$ cat config.mk
export PLATFORM = sky130hd
export DESIGN_NAME = video_write_scheduler_flat
export DESIGN_NICKNAME = d
export VERILOG_FILES = /design/src/rtl/video_write_scheduler_if.sv /design/src/rtl/video_write_scheduler.sv /design/src/flat_wrapper.sv
export SDC_FILE = /design/constraint.sdc
export NUM_CORES = 1
export LEC_CHECK = 0
export BUFFER_PORTS_ARGS = -buffer_cell sky130_fd_sc_hd__buf_2
export CORE_ASPECT_RATIO = 0.9
export CORE_MARGIN = 2
export CORE_UTILIZATION = 44
export DETAILED_ROUTE_END_ITERATION = 7
export PLACE_DENSITY = 0.86
export SYNTH_ARGS = -nofsm -noshare
export SYNTH_HDL_FRONTEND = slang
export SYNTH_SLANG_ARGS = --single-unit
export TNS_END_PERCENT = 1
$ cat constraint.sdc
create_clock -name clk -period 2.5 [get_ports clk]
set_clock_uncertainty 0.05 [all_clocks]
set_input_delay 0.125 -clock clk [delete_from_list [all_inputs] [get_ports clk]]
set_output_delay 0.125 -clock clk [all_outputs]
set_load 0.02 [all_outputs]
$ cat src/rtl/video_write_scheduler_if.sv
// video_write_scheduler_if: TPU, fill-engine and video-memory write port bundle
interface video_write_scheduler_if;
  logic        hold;
  logic        tpu_req;
  logic [15:0] tpu_address;
  logic [23:0] tpu_value;
  logic [23:0] tpu_mask;
  logic        tpu_ack;
  logic        fill_start;
  logic [15:0] fill_base;
  logic [15:0] fill_count;
  logic [23:0] fill_value;
  logic [23:0] fill_mask;
  logic        fill_busy;
  logic        fill_done;
  logic        video_write;
  logic [15:0] video_address;
  logic [23:0] video_value;
  logic [23:0] video_mask;
  modport master (
    output hold, tpu_req, tpu_address, tpu_value, tpu_mask,
    output fill_start, fill_base, fill_count, fill_value, fill_mask,
    input  tpu_ack, fill_busy, fill_done,
    input  video_write, video_address, video_value, video_mask
  );
  modport slave (
    input  hold, tpu_req, tpu_address, tpu_value, tpu_mask,
    input  fill_start, fill_base, fill_count, fill_value, fill_mask,
    output tpu_ack, fill_busy, fill_done,
    output video_write, video_address, video_value, video_mask
  );
endinterface

$ cat src/rtl/video_write_scheduler.sv
// video_write_scheduler: round-robin TPU/linear-fill sharing of the video write port; fill engine built only with VIDEO_SCHED_FILL_EN
module video_write_scheduler (
  input logic                   clk,
  input logic                   reset,
  video_write_scheduler_if.slave bus
);
  logic        tpu_t, grant_t, grant_f;
  logic [15:0] fill_a;
  logic [23:0] fill_v, fill_m;
  logic        write_q, write_d, ack_q;
  logic [15:0] addr_q, addr_d;
  logic [23:0] value_q, value_d, mask_q, mask_d;
  // The ack cycle masks the request so one request yields exactly one write
  assign tpu_t = bus.tpu_req & ~ack_q;
`ifdef VIDEO_SCHED_FILL_EN
  typedef enum logic [1:0] {IDLE, RUN, DONE} fill_state_t;
  fill_state_t state_q, state_d;
  logic [15:0] faddr_q, faddr_d, rem_q, rem_d;
  logic [23:0] fval_q, fval_d, fmask_q, fmask_d;
  logic        last_q, last_d, fill_f;
  assign fill_f  = (state_q == RUN) && (rem_q != 16'd0);
  assign grant_t = ~bus.hold & tpu_t & (~fill_f | last_q);
  assign grant_f = ~bus.hold & fill_f & ~grant_t;
  // Fill engine state and round-robin pointer (last_q=1: fill granted last)
  always_ff @(posedge clk) begin
    if (reset) begin
      state_q <= IDLE;
      faddr_q <= '0;
      rem_q   <= '0;
      fval_q  <= '0;
      fmask_q <= '0;
      last_q  <= 1'b1;
    end else begin
      state_q <= state_d;
      faddr_q <= faddr_d;
      rem_q   <= rem_d;
      fval_q  <= fval_d;
      fmask_q <= fmask_d;
      last_q  <= last_d;
    end
  end
  // Fill next state: latch payload on an idle start, step per fill grant, finish after the last write cycle
  always_comb begin
    state_d = state_q;
    faddr_d = faddr_q;
    rem_d   = rem_q;
    fval_d  = fval_q;
    fmask_d = fmask_q;
    last_d  = grant_t ? 1'b0 : (grant_f ? 1'b1 : last_q);
    case (state_q)
      IDLE: if (bus.fill_start) begin
        state_d = (bus.fill_count == 16'd0) ? DONE : RUN;
        faddr_d = bus.fill_base;
        rem_d   = bus.fill_count;
        fval_d  = bus.fill_value;
        fmask_d = bus.fill_mask;
      end
      RUN: begin
        faddr_d = grant_f ? faddr_q + 16'd1 : faddr_q;
        rem_d   = grant_f ? rem_q - 16'd1 : rem_q;
        state_d = (rem_q == 16'd0) ? DONE : RUN;
      end
      default: state_d = IDLE;
    endcase
  end
  assign bus.fill_busy = (state_q == RUN);
  assign bus.fill_done = (state_q == DONE);
  assign fill_a = faddr_q;
  assign fill_v = fval_q;
  assign fill_m = fmask_q;
`else
  assign grant_t       = ~bus.hold & tpu_t;
  assign grant_f       = 1'b0;
  assign bus.fill_busy = 1'b0;
  assign bus.fill_done = 1'b0;
  assign fill_a        = '0;
  assign fill_v        = '0;
  assign fill_m        = '0;
`endif
  // Write port next value: granted payload, otherwise hold the last one
  always_comb begin
    write_d = grant_t | grant_f;
    addr_d  = grant_t ? bus.tpu_address : (grant_f ? fill_a : addr_q);
    value_d = grant_t ? bus.tpu_value : (grant_f ? fill_v : value_q);
    mask_d  = grant_t ? bus.tpu_mask : (grant_f ? fill_m : mask_q);
  end
  // Registered write port and ack
  always_ff @(posedge clk) begin
    if (reset) begin
      write_q <= 1'b0;
      ack_q   <= 1'b0;
      addr_q  <= '0;
      value_q <= '0;
      mask_q  <= '0;
    end else begin
      write_q <= write_d;
      ack_q   <= grant_t;
      addr_q  <= addr_d;
      value_q <= value_d;
      mask_q  <= mask_d;
    end
  end
  assign bus.video_write   = write_q;
  assign bus.tpu_ack       = ack_q;
  assign bus.video_address = addr_q;
  assign bus.video_value   = value_q;
  assign bus.video_mask    = mask_q;
endmodule

$ cat src/flat_wrapper.sv
// flat-port wrapper written by rule: the top's interface ports become plain ports
module video_write_scheduler_flat 
  (clk, reset, bus_hold, bus_tpu_req, bus_tpu_address, bus_tpu_value, bus_tpu_mask, bus_fill_start, bus_fill_base, bus_fill_count, bus_fill_value, bus_fill_mask, bus_tpu_ack, bus_fill_busy, bus_fill_done, bus_video_write, bus_video_address, bus_video_value, bus_video_mask);
  video_write_scheduler_if bus_i ();
  input logic clk;
  input logic reset;
  input wire logic [$bits(bus_i.hold)-1:0] bus_hold;
  input wire logic [$bits(bus_i.tpu_req)-1:0] bus_tpu_req;
  input wire logic [$bits(bus_i.tpu_address)-1:0] bus_tpu_address;
  input wire logic [$bits(bus_i.tpu_value)-1:0] bus_tpu_value;
  input wire logic [$bits(bus_i.tpu_mask)-1:0] bus_tpu_mask;
  input wire logic [$bits(bus_i.fill_start)-1:0] bus_fill_start;
  input wire logic [$bits(bus_i.fill_base)-1:0] bus_fill_base;
  input wire logic [$bits(bus_i.fill_count)-1:0] bus_fill_count;
  input wire logic [$bits(bus_i.fill_value)-1:0] bus_fill_value;
  input wire logic [$bits(bus_i.fill_mask)-1:0] bus_fill_mask;
  output wire logic [$bits(bus_i.tpu_ack)-1:0] bus_tpu_ack;
  output wire logic [$bits(bus_i.fill_busy)-1:0] bus_fill_busy;
  output wire logic [$bits(bus_i.fill_done)-1:0] bus_fill_done;
  output wire logic [$bits(bus_i.video_write)-1:0] bus_video_write;
  output wire logic [$bits(bus_i.video_address)-1:0] bus_video_address;
  output wire logic [$bits(bus_i.video_value)-1:0] bus_video_value;
  output wire logic [$bits(bus_i.video_mask)-1:0] bus_video_mask;
  assign bus_i.hold = bus_hold;
  assign bus_i.tpu_req = bus_tpu_req;
  assign bus_i.tpu_address = bus_tpu_address;
  assign bus_i.tpu_value = bus_tpu_value;
  assign bus_i.tpu_mask = bus_tpu_mask;
  assign bus_i.fill_start = bus_fill_start;
  assign bus_i.fill_base = bus_fill_base;
  assign bus_i.fill_count = bus_fill_count;
  assign bus_i.fill_value = bus_fill_value;
  assign bus_i.fill_mask = bus_fill_mask;
  assign bus_tpu_ack = bus_i.tpu_ack;
  assign bus_fill_busy = bus_i.fill_busy;
  assign bus_fill_done = bus_i.fill_done;
  assign bus_video_write = bus_i.video_write;
  assign bus_video_address = bus_i.video_address;
  assign bus_video_value = bus_i.video_value;
  assign bus_video_mask = bus_i.video_mask;
  video_write_scheduler u_core (.clk(clk), .reset(reset), .bus(bus_i));
endmodule
==> results of run 1 <==
[final timing paths]
check / start / to / slack, ns / depth (start not counted)
hold / removal: bus_tpu_mask[11] / u_core.bus.video_mask[11] / 0.02 / 3
setup / recovery: u_core.bus.video_write / u_core.bus.video_value[22] / 0.91 / 3
setup reg to reg: u_core.bus.video_write / u_core.bus.video_value[22] / 0.91 / 3
hold reg to reg: u_core.bus.video_mask[21] / u_core.bus.video_mask[21] / 0.42 / 2
[layout by cell type, fill, tap and decap left out, drive strengths merged]
master / count
bufinv: 1
clkinv: 2
buf: 136
nor2b: 1
mux2i: 64
nor3b: 1
nand2b: 128
conb: 2
clkbuf: 13
dlygate4sd3: 59
dfxtp: 65
[critical path, stage by stage, from the launching register on]
cell,delay (ns)
dfxtp_1,0.35
nor3b_4,0.19
buf_4,0.59
mux2i_1,0.30
[cells by family (layout without fill, tap and decap cells)]
logic type             Yosys count  count (layout)
and+or+nand+nor                130             130
DFF                             65              65
muxes                           64              64
buffers and inverters           24             211
other                            1               2
[what timing repair did]
item,CTS,global route
endpoints found under the hold margin,59,0
hold buffers,59,0
gates resized for setup,0,0
setup endpoints to repair,0,0
[power by group through the flow]
stage	Combinational, µW	Clock (µW)	Sequential (µW)
after floorplan	178	0	1200
after global placement	348	0	1140
after detailed placement	355	0	1140
after CTS	426	900	1120
after global routing	467	937	1120
final	433	871	1120
[layout make-up]
cell class	instances	area (µm²)
fillers	501	2180
multi-input cells	196	1470
flip-flops and latches	65	1300
repair buffers	195	1290
clock buffers	13	149
well taps	90	113
clock inverters	3	40.0
[flip-flops by register name (all words and copies together), names as in the netlist]
signal / cells
u_core.bus.video_value: 24
u_core.bus.video_mask: 24
u_core.bus.video_write: 1
u_core.bus.video_address: 16
[per-layer routing]
layer  vias to the layer above  track usage
met5                         -            0
met4                         0       0.0831
met3                        12       0.0761
met2                       102        0.362
met1                      1130        0.234
li1                       1269            -
[stage by stage]
stage / setup WS, ns / instances
after floorplan: 1.27 / 285
after global placement: 1.03 / 487
after detailed placement: 0.958 / 487
after CTS: 0.932 / 562
after global routing: 0.850 / 562
final: 0.907 / 562
[Yosys cell counts, drive strengths merged]
master  count  area share
clkbuf     13       0.016
conb        1      0.0013
buf        11       0.049
dfxtp      65        0.44
mux2i      64        0.22
nor2b       1      0.0021
nand2b    128        0.27
nor3b       1      0.0042
==> results by group, run 1 <==
Global route
  – Initial antenna violation count: 0
  – GRT Overall Usage: 0.207
  – First-pass GRT wire length: 12000 µm
  – Vias in the first global route: 2562
  – Largest net degree at the start of global routing: 70
  – Grt total ovfl: 0

Drt
  – Number of DRC markers in iteration 0: 57
  – Met2 Wirelength: 3540 µm
  – Wire per inst: 13.5 µm
  – Metal-1 WL: 3280 µm
  – Drc violations: 0
  – Highest metal used: met4
  – Pre-antenna DRT Iters: 5
  – Met3 WL post-DR: 569 µm
  – Total Wirelength: 7580 µm
  – Vias per std cell: 4.47
  – Vias: 2513
  – ANT nets after route: 0

Cells and area
  – Nets: 616
  – Antenna diodes: 0
  – Area delta synth->final: 47.5%
  – Share of cells above drive strength 1: 0.318
  – Fin area: 4370 µm²
  – Post-layout util: 0.667

Synth
  – Combinational family with the most area after synthesis: simple AND/OR/NAND/NOR gates
  – Post-synthesis cell type count: 11
  – Syn_area_per_cell: 10.4 µm²
  – Compound-cell area share of the yosys netlist: 0
  – Post-Syn Area: 2960 µm²
  – Synthesized flop and latch total: 65
  – Synth Instances: 284
  – Yosys warns: 0
  – Seq/Total Area, Yosys: 0.440
  – Simple-Gate Fraction of Synth Area: 0.277
  – Post-Synth Adder-Cell Area: 0
  – XOR/XNOR share of the synthesized area: 0
  – Mux contribution to synthesized area: 0.216

Power and ir drop
  – Pint: 1800 µW
  – Cell Pwr Density: 554 nW/µm²
  – P_sw: 620 µW
  – Comb power frac: 0.179
  – Register share of total power: 0.461
  – VDD IR-drop max: 0.373 mV
  – LEAKAGE: 0.00200 µW
  – Final total power: 2420 µW
  – Clk pwr share: 0.360
  – Sw frac: 0.256

Setup path
  – CP Data Required Time: 2.70 ns
  – CP Data Arrival Time: 1.79 ns
  – WS Path Type: reg -> reg
  – Critical path peak fanout: 41
  – CP Launch Type: flip-flop
  – Type of destination of the critical path: flip-flop

Floorplanning
  – Die width: 90.5 µm
  – Core Area: 6550 µm²
  – Site Rows: 28
  – Top-level port count: 217
  – Area of the die: 7400 µm²
  – Die H: 81.8 µm
  – Initial core utilization: 0.452

Clock network
  – Htree depth: 3
  – CTS tree: built
  – Post-CTS setup buffer count: 0
  – Clk sink count: 65
  – Total CTS buffers: 9
  – Clk_lat worst skew: 0.34 ns
  – Clock-pin slew on the worst setup and hold paths: 0.07 ns
  – Maximum root-to-sink buffer count: 2
  – Root buffer cell: clkbuf_8

Timing
  – Minimum clock period: 1.59 ns
  – RSZ-0062 raised after global routing: no
  – Count of final hold-check violations: 0
  – Rel. slew slack: 0.499
  – # setup viols final: 0
  – Post-Route Setup TNS: 0 ns
  – Period utilization: 0.637
  – Worst slew pin tran: 0.751 ns
  – Slew Limit Fails: 0
  – F_max: 628 MHz
  – Final hold slack: 0.0212 ns

Job
  – Max-Cap Viols: 0

Placed design
  – DPL Wire Length: 4290 µm
  – IO Port Bufs: 133
  – GPL Wtd Cong: 0.693
  – Post-DP Area: 3590 µm²

Outcome
  – Outcome: finished clean

Min path
  – Hold WC Path Type: in -> reg
Power figures use the tool's default switching activity.
==> run 2: changes to the inputs <==
--- a/config.mk
+++ b/config.mk
@@ -5,12 +5,13 @@
 export SDC_FILE = /design/constraint.sdc
 export NUM_CORES = 1
 export LEC_CHECK = 0
+export ABC_AREA = 1
 export BUFFER_PORTS_ARGS = -buffer_cell sky130_fd_sc_hd__buf_2
 export CORE_ASPECT_RATIO = 0.9
 export CORE_MARGIN = 2
-export CORE_UTILIZATION = 44
+export CORE_UTILIZATION = 35
 export DETAILED_ROUTE_END_ITERATION = 7
-export PLACE_DENSITY = 0.86
+export PLACE_DENSITY = 0.76
 export SYNTH_ARGS = -nofsm -noshare
 export SYNTH_HDL_FRONTEND = slang
 export SYNTH_SLANG_ARGS = --single-unit
==> constraint.sdc (replaced) <==
create_clock -name clk -period 1.4 [get_ports clk]
set_clock_uncertainty 0.05 [all_clocks]
set_input_delay 0.07 -clock clk [delete_from_list [all_inputs] [get_ports clk]]
set_output_delay 0.07 -clock clk [all_outputs]
set_load 0.02 [all_outputs]
==> run 2 against run 1 <==
Against the previous run:
- first-iteration DRC count is 28% higher
- routed wire length down 1.8%
- cell area is 2.3% lower
- global-route usage down 2.7 points
- core utilization decreased by 9.8 points
- largest cell class is now non-clock buffers
==> results by group, run 2 <==
Cells and area
  – Most frequent cells in the layout: buf_2, nor2_1, nand2_1
  – Nets: 756 (+23%)
  – Most common cell after layout, fill and taps aside: buf_2
  – Share of cells above drive strength 1: 0.255 (-0.0629)
  – Area delta synth->final: 58.5%
  – Antenna diodes: 0 (unchanged)

Job
  – Max-Cap Viols: 0 (unchanged)

Clock network
  – Post-CTS Resized: 0 (unchanged)
  – Clk_lat worst skew: 0.32 ns (-0.02 ns)
  – Htree depth: 3 (unchanged)
  – Post-CTS setup buffer count: 0 (unchanged)
  – Maximum root-to-sink buffer count: 2 (unchanged)
  – CTS tree: built
  – Root buffer cell: clkbuf_8
  – Clk sink count: 65 (unchanged)
  – Clock-pin slew on the worst setup and hold paths: 0.06 ns (about the same)
  – Total CTS buffers: 9 (unchanged)

Timing
  – # setup viols final: 0 (unchanged)
  – Post-Route Setup TNS: 0 ns (unchanged)
  – Worst setup margin: 0.256 ns (-0.651 ns)
  – Count of final hold-check violations: 0 (unchanged)
  – F_max: 874 MHz
  – Slew Limit Fails: 0 (unchanged)
  – Period utilization: 0.817
  – Minimum clock period: 1.14 ns
  – RSZ-0062 raised after global routing: no

Synth
  – Most common cell in the synthesized netlist: nor2_1
  – Post-synth EDFFs: 0 (unchanged)
  – Top-area cell type share of the netlist area: 0.483 (+0.0437)
  – Synth top area cells: dfxtp_1, nor2_1, nand2_1
  – Post-synthesis cell type count: 11 (unchanged)
  – Post-synth ARST share: 0 (unchanged)
  – Seq/Total Area, Yosys: 0.483 (+0.0437)
  – Post-Syn Area: 2690 µm² (-9.0%)
  – Yosys warns: 0 (unchanged)
  – Largest area contributor in the netlist: dfxtp_1
  – Top cells by count, synth: nor2_1, nand2_1, inv_1
  – Top FF cell, synth: dfxtp_1
  – Synth Instances: 414 (+46%)
  – Synthesized flop and latch total: 65 (unchanged)
  – Syn_area_per_cell: 6.50 µm² (-38%)

Global route
  – First-pass GRT wire length: 11700 µm (-2.5%)
  – Met3 usage: 0.0736 (-0.00255)
  – Grt total ovfl: 0 (unchanged)
  – Vias in the first global route: 2829 (+10%)
  – Most Used Layer, Global Route: met2
  – Initial antenna violation count: 0 (unchanged)
  – GR Util met2: 0.333 (-0.0286)
  – Largest net degree at the start of global routing: 59 (-16%)
  – Met1 Resource Use GR: 0.176 (-0.0586)
  – GRT Overall Usage: 0.180 (-0.0271)

Floorplanning
  – Die H: 87.2 µm (+6.6%)
  – Area of the die: 8410 µm² (+14%)
  – Initial core utilization: 0.359 (-0.0932)
  – Top-level port count: 217 (unchanged)
  – Site Rows: 30 (+7.1%)
  – Core Area: 7510 µm² (+15%)
  – Die width: 96.5 µm (+6.6%)

Placed design
  – Pre-CTS setup slack: 0.295 ns (-0.663 ns)
  – DPL Wire Length: 4450 µm (+3.7%)
  – GPL Wtd Cong: 0.692 (about the same)
  – IO Port Bufs: 133 (unchanged)

Drt
  – Pre-antenna DRT Iters: 4 (-1)
  – ANT nets after route: 0 (unchanged)
  – Vias per std cell: 4.09 (-8.6%)
  – Total Wirelength: 7440 µm (-1.8%)
  – Vias: 2895 (+15%)
  – Drc violations: 0 (unchanged)
  – Wire per inst: 10.5 µm (-22%)
  – Number of DRC markers in iteration 0: 73 (+28%)

Setup path
  – CP Data Arrival Time: 1.35 ns (-0.44 ns)
  – Worst setup endpoint: u_core.bus.video_value[11]
  – CP Data Required Time: 1.61 ns (-1.09 ns)
  – RR Endpoint: u_core.bus.video_value[6]
  – WS Path Type: in -> reg
  – Worst reg2reg path depth: 6 (+3)
  – FF-to-FF setup slack: 0.28 ns (-0.63 ns)
  – CP Launch Type: input pin
  – Type of destination of the critical path: flip-flop
  – Worst r2r src: u_core.bus.video_write
  – Launch point of the worst path: reset
  – Critical path peak fanout: 33 (-20%)

Power and ir drop
  – Cell Pwr Density: 1070 nW/µm² (+93%)
  – VDD IR-drop max: 0.646 mV (+73%)
  – Final total power: 4570 µW (+89%)
  – LEAKAGE: 0.00248 µW (+24%)

Min path
  – Hold WC Path Type: in -> reg

Outcome
  – Outcome: finished clean
-- run 2: changes by cell type after synthesis, moves of 8 or more --
| cell | delta |
|---|---|
| nand2_1 | +128 |
| inv_1 | +66 |
| nand2b_1 | -128 |
| nor2_1 | +129 |
| mux2i_1 | -64 |
| clkbuf_1 | -8 |
-- run 2: critical path, stage by stage --
cell and delay (ns):
dlygate4sd3_1 0.53, buf_2 0.13, inv_2 0.05, buf_4 0.33, nand2_1 0.10, nor2_1 0.12
-- run 2: timing repair --
item | in CTS | in global routing
endpoints found under the hold margin | 65 | 0
hold buffers | 65 | 0
setup endpoints to repair | 0 | 0
-- run 2: kinds of logic after synthesis --
group | share of synthesized area
buf+inv | 0.153
flops | 0.483
other cells | 0.00139
simple gates | 0.362
-- run 2: area by class of cell --
class	instances	area (µm²)
clock buffer	12	155
clock inverter	4	51.3
fill	688	3240
inverter	67	251
multi-input combinational	260	990
sequential	65	1300
tap	96	120
timing repair buffer	204	1400
-- run 2: worst min-delay path by stage --
stage	cells past startpoint	slack [ns]	startpoint	endpoint
after CTS	5	0.20	bus_hold	u_core.bus.video_write
after detailed placement	2	0.22	reset	u_core.bus.video_write
final	5	0.22	bus_hold	u_core.bus.video_write
after global placement	2	0.21	reset	u_core.bus.video_write
after floorplan	1	0.09	reset	u_core.bus.video_write
after global routing	4	0.24	bus_tpu_req	u_core.bus.video_write
-- run 2: per-stage QoR --
step	util	instance area, µm²	hold slack [ns]	instances
floorplan	-	2700	0.0924	415
global placement	0.454	3410	0.213	627
detailed placement	0.454	3410	0.223	627
CTS	0.569	4270	0.199	708
global route	0.569	4270	0.242	708
finish	0.569	4270	0.216	708
-- run 2: where the power goes --
part | leakage, µW | switching [µW] | internal [µW]
Combinational | 0.00184 | 514 | 403
Sequential | 0.000536 | 62.7 | 1980
Clock | 0.000103 | 691 | 920
-- run 2: per-layer routing --
| metal | vias up | wire (µm) | part of all wire |
|---|---|---|---|
| met5 | - | 0 | 0 |
| met4 | 0 | 207 | 0.028 |
| met3 | 17 | 584 | 0.078 |
| met2 | 105 | 3670 | 0.49 |
| met1 | 1231 | 2980 | 0.40 |
| li1 | 1542 | - | - |
==> run 3: changes to the inputs <==
--- a/config.mk
+++ b/config.mk
@@ -5,13 +5,13 @@
 export SDC_FILE = /design/constraint.sdc
 export NUM_CORES = 1
 export LEC_CHECK = 0
-export ABC_AREA = 1
+export ABC_AREA = 0
 export BUFFER_PORTS_ARGS = -buffer_cell sky130_fd_sc_hd__buf_2
 export CORE_ASPECT_RATIO = 0.9
 export CORE_MARGIN = 2
-export CORE_UTILIZATION = 35
+export CORE_UTILIZATION = 37
 export DETAILED_ROUTE_END_ITERATION = 7
-export PLACE_DENSITY = 0.76
+export PLACE_DENSITY = 0.77
 export SYNTH_ARGS = -nofsm -noshare
 export SYNTH_HDL_FRONTEND = slang
 export SYNTH_SLANG_ARGS = --single-unit
==> constraint.sdc (replaced) <==
create_clock -name clk -period 1 [get_ports clk]
set_clock_uncertainty 0.05 [all_clocks]
set_input_delay 0.05 -clock clk [delete_from_list [all_inputs] [get_ports clk]]
set_output_delay 0.05 -clock clk [all_outputs]
set_load 0.02 [all_outputs]
==> run 3 against run 2 <==
Against the previous run:
- routed wire length is 5.8% higher
- critical path type is now reg -> reg
- sequential cell count is the same
- the run now ends with setup timing left
- via count shrank 10%
- largest power group unchanged
==> results by group, run 3 (same netlist as run 1, synthesis figures left out) <==
Outcome
  – Outcome: finished, violations left
  – Failing checks: setup timing

Placed design
  – IO Port Bufs: 133 (unchanged)
  – Pre-CTS setup slack: -0.277 ns (-0.572 ns)
  – Inst Count DP: 502 (-20%)
  – GPL Wtd Cong: 0.677 (-2.3%)
  – DPL Wire Length: 4690 µm (+5.4%)

Cells and area
  – Area delta synth->final: 57.1%
  – Nets: 635 (-16%)
  – Antenna diodes: 0 (unchanged)
  – Non-Filler Instances: 585 (-17%)
  – Share of cells above drive strength 1: 0.339 (+0.0846)
  – Most common cell after layout, fill and taps aside: nand2b_1
  – Most frequent cells in the layout: nand2b_1, buf_2, dlygate4sd3_1, dfxtp_1, mux2i_1

Power and ir drop
  – Final total power: 5910 µW (+29%)
  – LEAKAGE: 0.00211 µW (-15%)
  – Pint: 4400 µW (+33%)
  – Sw frac: 0.254 (-0.0229)
  – Comb power frac: 0.205 (+0.004)
  – Cell Pwr Density: 1270 nW/µm² (+19%)
  – P_sw: 1500 µW (+19%)
  – Register share of total power: 0.474 (+0.027)
  – Clk pwr share: 0.322 (-0.030)
  – VDD IR-drop max: 0.757 mV (+17%)

Global route
  – Met1 Resource Use GR: 0.184 (+0.00842)
  – Vias in the first global route: 2705 (-4.4%)
  – Met3 usage: 0.0719 (-0.00171)
  – Most Used Layer, Global Route: met2
  – Grt total ovfl: 0 (unchanged)
  – First-pass GRT wire length: 12300 µm (+5.2%)
  – GRT Overall Usage: 0.179 (-0.00122)
  – Largest net degree at the start of global routing: 69 (+17%)
  – GR Util met2: 0.335 (+0.00186)
  – Initial antenna violation count: 0 (unchanged)

Drt
  – Pre-antenna DRT Iters: 4 (unchanged)
  – ANT nets after route: 0 (unchanged)
  – Vias per std cell: 4.44 (+8.7%)
  – Number of DRC markers in iteration 0: 43 (-41%)
  – Vias: 2600 (-10%)
  – Drc violations: 0 (unchanged)
  – Total Wirelength: 7880 µm (+5.8%)
  – Wire per inst: 13.5 µm (+28%)

Setup path
  – Crit path buffers/inverters: 2 (-2)
  – Critical path peak fanout: 9 (-73%)
  – CP max stage delay: 0.33 ns (-0.20 ns)
  – Slowest CP cell: dfxtp_2
  – CP Data Required Time: 1.19 ns (-0.42 ns)
  – CP top delay family: flip-flops
  – WS Path Type: reg -> reg
  – Type of destination of the critical path: flip-flop
  – CP Data Arrival Time: 1.47 ns (+0.12 ns)
  – CP Launch Type: flip-flop
  – Cell Chain, Critical Path: nor3b_4 -> buf_6 -> buf_12 -> mux2i_2

Timing
  – Post-Route Setup TNS: -13.97 ns (-13.97 ns)
  – F_max: 783 MHz
  – RSZ-0062 raised after global routing: yes
  – Worst setup margin: -0.277 ns (-0.533 ns)
  – Minimum clock period: 1.28 ns
  – # setup viols final: 67 (+67)
  – Final hold slack: 0.130 ns (-0.0856 ns)
  – Count of final hold-check violations: 0 (unchanged)
  – Period utilization: 1.28
  – Slew Limit Fails: 0 (unchanged)

Clock network
  – Clock-pin slew on the worst setup and hold paths: 0.06 ns (about the same)
  – Clk sink count: 65 (unchanged)
  – Total CTS buffers: 9 (unchanged)
  – Htree depth: 3 (unchanged)
  – Root buffer cell: clkbuf_8
  – Maximum root-to-sink buffer count: 2 (unchanged)
  – CTS tree: built
  – Clk_lat worst skew: 0.32 ns (about the same)

Floorplanning
  – Die H: 88.9 µm (+1.9%)
  – Area of the die: 8730 µm² (+3.8%)
  – Die width: 98.3 µm (+1.9%)
  – Initial core utilization: 0.387 (+0.0279)
  – Site Rows: 30 (unchanged)
  – Top-level port count: 217 (unchanged)
  – Core Area: 7660 µm² (+2.0%)

Job
  – Max-Cap Viols: 0 (unchanged)

Min path
  – Hold WC Path Type: in -> reg
## run 3: power by group through the flow
stage	Clock, µW	Combinational [µW]	Sequential [µW]
floorplan	0	446	3010
global placement	0	914	2850
detailed placement	0	933	2850
CTS	1990	1180	2790
global route	2100	1300	2810
finish	1900	1210	2800
## run 3: worst min-delay path, cell delays in order
cell and delay [ns]:
buf_2 0.22, nand2b_1 0.13, mux2i_1 0.06
## run 3: area by class of cell
cell class / count / area (µm²)
tap: 96 / 120
fill: 644 / 3010
multi-input combinational: 196 / 1490
clock buffer: 14 / 163
sequential: 65 / 1300
timing repair buffer: 214 / 1570
## run 3: metal layers
layer,wire length (µm),vias to the layer above
met2,4140,95
met4,153,0
li1,-,1304
met5,0,-
met3,554,15
met1,3040,1186
## run 3: through the flow
stage	instance area [µm²]	utilization
6_report	4650	0.608
2_1_floorplan	2970	-
4_1_cts	4610	0.602
3_3_place_gp	3700	0.483
3_5_place_dp	3700	0.483
5_1_grt	4650	0.608
## run 3: worst paths after layout
check / from / to / slack, ns / cells after the start
min reg2reg: u_core.bus.video_address[13] / u_core.bus.video_address[13] / 0.42 / 2
max reg2reg: u_core.bus.video_write / u_core.bus.video_address[2] / -0.28 / 4
min: reset / u_core.bus.video_address[3] / 0.13 / 3
max: u_core.bus.video_write / u_core.bus.video_address[2] / -0.28 / 4
## run 3: timing repair
action	CTS	global route
hold buffers	64	0
endpoints found under the hold margin	64	0
gates resized for setup	12	9
endpoints found under the setup margin	67	71
cloned	2	0
pin swaps	1	1
buffers inserted	2	1
